<file path="config.mk">
export PLATFORM = sky130hd
export DESIGN_NAME = cmp_arbiter
export DESIGN_NICKNAME = d
export VERILOG_FILES = /design/src/rtl/cmp_arbiter.sv
export SDC_FILE = /design/constraint.sdc
export NUM_CORES = 1
export LEC_CHECK = 0
export BUFFER_PORTS_ARGS = -buffer_cell sky130_fd_sc_hd__buf_2
export CAP_MARGIN = 30
export CORE_MARGIN = 2
export CORE_UTILIZATION = 41
export DETAILED_ROUTE_END_ITERATION = 10
export HOLD_SLACK_MARGIN = 0.12
export PLACE_DENSITY = 0.87
export SYNTH_ARGS = -nofsm -noshare
export SYNTH_HDL_FRONTEND = slang
export SYNTH_SLANG_ARGS = --single-unit
</file>
<file path="constraint.sdc">
create_clock -name clk -period 4.15 [get_ports clk]
set_input_delay 0.415 -clock clk [delete_from_list [all_inputs] [get_ports clk]]
set_output_delay 0.415 -clock clk [all_outputs]
set_load 0.05 [all_outputs]
</file>
<file path="src/rtl/cmp_arbiter.sv">
// Two-port round-robin arbiter in front of one shared signed/unsigned comparator.
// The granted operands are compared and the result is held until the consumer accepts it.
module cmp_arbiter #(
    parameter int unsigned WIDTH      = 32,
    parameter int unsigned PRIO_RESET = 0
) (
    input  logic             clk,
    input  logic             rst_n,
    input  logic             req0_valid,
    output logic             req0_ready,
    input  logic [WIDTH-1:0] req0_a,
    input  logic [WIDTH-1:0] req0_b,
    input  logic             req0_signed,
    input  logic             req1_valid,
    output logic             req1_ready,
    input  logic [WIDTH-1:0] req1_a,
    input  logic [WIDTH-1:0] req1_b,
    input  logic             req1_signed,
    output logic             rsp_valid,
    input  logic             rsp_ready,
    output logic             rsp_id,
    output logic [WIDTH-1:0] rsp_result,
    output logic             rsp_equal,
    output logic             rsp_less
);

    localparam logic PRIO_INIT = 1'(PRIO_RESET);

    typedef enum logic {
        ST_IDLE = 1'b0,
        ST_HOLD = 1'b1
    } state_e;

    state_e           state_q, state_d;
    logic             prio_q, prio_d;
    logic             id_q, id_d;
    logic             less_q, less_d;
    logic             equal_q, equal_d;

    logic             can_accept;
    logic             grant;
    logic             xfer;
    logic [WIDTH-1:0] op_a, op_b;
    logic             op_signed;
    logic             cmp_less, cmp_equal;

    // With equal sign bits a full unsigned compare orders the remaining bits correctly.
    function automatic logic set_less(input logic [WIDTH-1:0] a, input logic [WIDTH-1:0] b,
                                      input logic sgn);
        if (sgn && (a[WIDTH-1] != b[WIDTH-1])) begin
            return a[WIDTH-1];
        end
        return a < b;
    endfunction

    // Arbitration, handshake and operand selection.
    always_comb begin
        can_accept = (state_q == ST_IDLE) || rsp_ready;
        grant      = (req0_valid && req1_valid) ? prio_q : req1_valid;
        req0_ready = rst_n && can_accept && req0_valid && !grant;
        req1_ready = rst_n && can_accept && req1_valid && grant;
        xfer       = req0_ready || req1_ready;
        op_a       = grant ? req1_a : req0_a;
        op_b       = grant ? req1_b : req0_b;
        op_signed  = grant ? req1_signed : req0_signed;
        cmp_less   = set_less(op_a, op_b, op_signed);
        cmp_equal  = (op_a == op_b);
    end

    // Next state and held result.
    always_comb begin
        state_d = state_q;
        prio_d  = prio_q;
        id_d    = id_q;
        less_d  = less_q;
        equal_d = equal_q;
        case (state_q)
            ST_IDLE: begin
                if (xfer) state_d = ST_HOLD;
            end
            ST_HOLD: begin
                if (xfer)           state_d = ST_HOLD;
                else if (rsp_ready) state_d = ST_IDLE;
            end
            default: state_d = ST_IDLE;
        endcase
        if (xfer) begin
            id_d    = grant;
            less_d  = cmp_less;
            equal_d = cmp_equal;
            prio_d  = !grant;
        end
    end

    always_ff @(posedge clk or negedge rst_n) begin
        if (!rst_n) begin
            state_q <= ST_IDLE;
            prio_q  <= PRIO_INIT;
            id_q    <= 1'b0;
            less_q  <= 1'b0;
            equal_q <= 1'b0;
        end else begin
            state_q <= state_d;
            prio_q  <= prio_d;
            id_q    <= id_d;
            less_q  <= less_d;
            equal_q <= equal_d;
        end
    end

    assign rsp_valid  = (state_q == ST_HOLD);
    assign rsp_id     = id_q;
    assign rsp_less   = less_q;
    assign rsp_equal  = equal_q;
    assign rsp_result = WIDTH'(less_q);

endmodule

</file>
# == Word-level counts from Yosys, hierarchy flattened ==
# Cells that the tools add are included.
# totals
elab_cells,30
output_inout_bits,38
inputBits,135
regBits,5
# op_classes
muxes,11
order_cmp,1
reduce_logical,10
bitwise_logic,1
n_eq_ne,2
# op_table
op,n
32-bit two-way mux,2
32-bit equality test,1
32-bit less-than comparator,1
1-bit two-way mux,8
1-bit logical AND,7
1-bit logical OR,2
1-bit one-hot mux with 2 select lines,1
1-bit logical NOT,1
1-bit inequality test,1
1-bit inverter,1

# == Logic depth before layout (Yosys ltp) ==
# depth
ltp_word,8
depth_mapped,12
depth_no_buf,10

# == Worst setup path before layout ==
# OpenSTA, ideal clock, no wires.
# synth_path
kind,in2reg
start,input port req0_valid
end,"register less_q, in the netlist rsp_less"
setup_ns,0.127
arrival_time_ns,2.330
path_slack_ns,1.693
required_time_ns,4.023
n_path_buf,1
cell_stages,10
path_cell_list,inv_2 -> o21ai_2 -> buf_2 -> mux2_2 -> ha_1 -> nand4_1 -> nor4_2 -> inv_1 -> o31ai_1 -> o31ai_1
# synth_via
elab_chain_len,7
word_cells_on_any_way,16
cone_classes,order compare (1); eq/ne (1); mux (7); reduce/logical (7)
# synth_rtl
item,line_no,source
"start, declared",9,"input logic req0_valid,"
branches (longest 7 deep; another with 32-bit less-than comparator),--,
"end signal, assigned",106,less_q <= less_d;
"end, declared",37,"logic less_q, less_d;"
# Parallel ways; which one is timed is not known. The select of a mux whose other input is x is not followed.
# A chain may end at the register's enable or synchronous reset.

# == Worst setup path in the final report ==
# layout_path
start,register prio_q
end,"register less_q, in the netlist rsp_less"
# layout_via
elab_chain_len,6
word_cells_on_any_way,14
cone_classes,order compare (1); eq/ne (1); mux (7); reduce/logical (5)
# layout_rtl
item,line_no,source
"start, declared",35,"logic prio_q, prio_d;"
"start signal, assigned",104,prio_q <= prio_d;
1-bit two-way mux (*),59,grant = (req0_valid && req1_valid) ? prio_q : req1_valid;
branches (longest 5 deep; another with 32-bit less-than comparator),--,
# Every way passes the cells marked *. The select of a mux whose other input is x is not followed.

==> flow_metrics.env <==
export IMPL_fmax_mhz=338
export IMPL_async_flop_share_pct=100
export IMPL_ys_seq_area_share_pct=6.59
export IMPL_initial_core_util_pct=43.0
export IMPL_period_share_pct=71.3
export IMPL_ys_top_cells_by_count="buf_4, mux2i_1, ha_1, mux2_2, a21oi_1"
export IMPL_grt_pass1_wl_mm=7.94
export IMPL_synth_area_leaders="ha_1, mux2_2, mux2i_1"
export IMPL_hold_viol=0
export IMPL_avgRoutedWirePerCell_um=12.4
export IMPL_synthMostInstantiatedCell="buf_4"
export IMPL_gp_congestion=0.801
export IMPL_path_clk_slew_ns=0.04
export IMPL_p_leak_nw=1.48
export IMPL_rsz0062_at_grt="false"
export IMPL_power_switching_share_pct=48.2
export IMPL_max_slew_margin_pct=62.9
export IMPL_num_rows=24
export IMPL_port_buffer_count=141
export IMPL_crit_arrival_ns=3.06
export IMPL_insertion_delay_ns=0.23
export IMPL_power_frac_comb_pct=72.8
export IMPL_min_path_type="input port to flop"
export IMPL_finalClockSkew_ns=0.00125
export IMPL_place_inst=395
export IMPL_drive_gt1_share_pct=52.3
export IMPL_tightest_slew_ns=0.542
export IMPL_ant_nets=0
export IMPL_ctsLongestPathBuffers=2
export IMPL_cts_resized=0
export IMPL_ir_worst_vdd_uv=148
export IMPL_cts_sinks=5
export IMPL_syn_inst=209
export IMPL_crit_path_end_kind="flop"
export IMPL_tns_ns=0
export IMPL_die_w_um=72.1
export IMPL_setup_violations=0
export IMPL_diodes=0
export IMPL_synth_ff_type="dfrtp_1"
export IMPL_p_per_area_nw_per_um2=230
export IMPL_slew_viol_final=0
export IMPL_grt_max_degree=43
export IMPL_routed_wl_mm=4.95
export IMPL_drt_first_pass_iters=4
export IMPL_ios=173
export IMPL_vias_per_cell=4.93
export IMPL_synth_seq_cells=5
export IMPL_drc_errors=0
export IMPL_core_um2=4410
export IMPL_grt_ovfl_total=0
export IMPL_grt_pass1_vias=1930
export IMPL_clkPwrFrac_pct=16.0
export IMPL_place_area_um2=2520
export IMPL_yosys_area_top_type="ha_1"
export IMPL_synth_avg_cell_area_um2=9.09
export IMPL_die_area_um2=5190
export IMPL_fin_area_um2=2570
export IMPL_die_y_um=72.1
export IMPL_finalNetCount=516
export IMPL_seq_power_share_pct=11.2
export IMPL_synth_top_area_share_pct=21.1
export IMPL_ys_types=33
export IMPL_path_class="flop to flop"
export IMPL_min_period_ns=2.96
export IMPL_synth_edff_count=0
export IMPL_yosysWarnings=0
export IMPL_vias=1973
export IMPL_synth_area_um2=1900
export IMPL_syn2layout_area_growth_pct=35.6
export IMPL_startpoint_type="flop"
export IMPL_maxCapViolations=0
export IMPL_numCtsBuffers=3
export IMPL_antenna_found_initial=0
export IMPL_htreeDepth=1
export IMPL_root_buffer="clkbuf_8"
export IMPL_grt_use_total_pct=18.6
export IMPL_status="finished, final reports clean"
export IMPL_drt_iter0_drc=29
export IMPL_dp_hpwl_mm=4.44
export IMPL_cts_tree="done"
export IMPL_switchingPower_w=0.000285
export IMPL_intPower_w=0.000306
export IMPL_finalNonFillerCells=400
export IMPL_crit_path_max_fanout=42
export IMPL_critical_path_required_ns=4.25
## routing by layer
layer,track usage [%],wire length (µm),vias to the layer above
li1,-,-,1006
met1,22.8,2030,872
met2,34.3,2530,85
met3,2.64,307,10
met4,3.56,77,0
met5,0,0,-
## critical path: stages, from the launching register on
cell,delay [ns]
dfrtp_1,0.42
o21ai_4,0.17
buf_4,0.50
mux2_2,0.40
ha_1,0.29
nor2b_1,0.12
o211ai_1,0.08
a2111oi_0,0.52
o31ai_1,0.12
o31ai_1,0.09
o31ai_1,0.10
## sequential cells by signal (all words and copies together) (netlist names)
| name | flops |
|---|---|
| prio_q | 1 |
| rsp_equal | 1 |
| rsp_id | 1 |
| rsp_less | 1 |
| rsp_valid | 1 |
## layout by cell type, fill, tap and decap left out, types with 4 or more instances in the layout
cell type	instances
nand2_1	7
buf_2	141
dfrtp_1	5
a21oi_1	14
mux2i_1	33
conb_1	31
mux2_2	32
o21ai_0	4
ha_1	32
nand4_1	8
nand3_1	5
## final cells by class
cell class	count	area, µm²
Sequential cell	5	125
Clock buffer	4	45.0
Inverter	2	7.51
Tap cell	52	65.1
Multi-Input combinational cell	193	1600
Timing Repair Buffer	144	731
Fill cell	402	1840
## path summary, 6_finish.rpt
kind | start | endpoint | slack [ns] | cells past startpoint
setup / recovery | prio_q | rsp_less | 1.19 | 10
hold / removal | rsp_ready | rsp_valid | 0.45 | 3
setup reg to reg | prio_q | rsp_less | 1.19 | 10
hold reg to reg | rsp_equal | rsp_equal | 0.48 | 2
max in group asynchronous | rst_n | rsp_less | 3.48 | 2
min in group asynchronous | rst_n | rsp_valid | 0.54 | 2
## what timing repair did
item	in CTS	in global routing
endpoints found under the hold margin	5	0
setup buffers	0	0
hold buffers	1	0
## per-stage QoR
| step | hold WS (ns) | power (W) | setup WS (ns) | utilization, % |
|---|---|---|---|---|
| CTS | 0.449 | 0.000597 | 1.18 | 58.3 |
| floorplan | 0.119 | 0.000413 | 1.69 | - |
| global placement | 0.239 | 0.000488 | 1.15 | 57.1 |
| global route | 0.449 | 0.000647 | 0.913 | 58.3 |
| finish | 0.454 | 0.000591 | 1.19 | 58.3 |
| detailed placement | 0.238 | 0.000499 | 1.06 | 57.1 |
## power groups by stage
stage / Clock [W] / Sequential (W) / Combinational (W)
floorplan: 0 / 0.0000881 / 0.000325
CTS: 0.0000960 / 0.0000663 / 0.000435
finish: 0.0000946 / 0.0000663 / 0.000430
global placement: 0 / 0.0000663 / 0.000422
global route: 0.000100 / 0.0000677 / 0.000479
detailed placement: 0 / 0.0000669 / 0.000432
## cells by family after synthesis
logic type | share of synthesized area [%]
buffers and inverters | 15.4
AO/OA/AOI/OAI | 11.5
AND/OR/NAND/NOR | 8.89
multiplexers | 36.4
other | 0.197
adder cells (fa/ha/maj) | 21.1
flip-flops | 6.59
(Power assumes the default switching activity.)
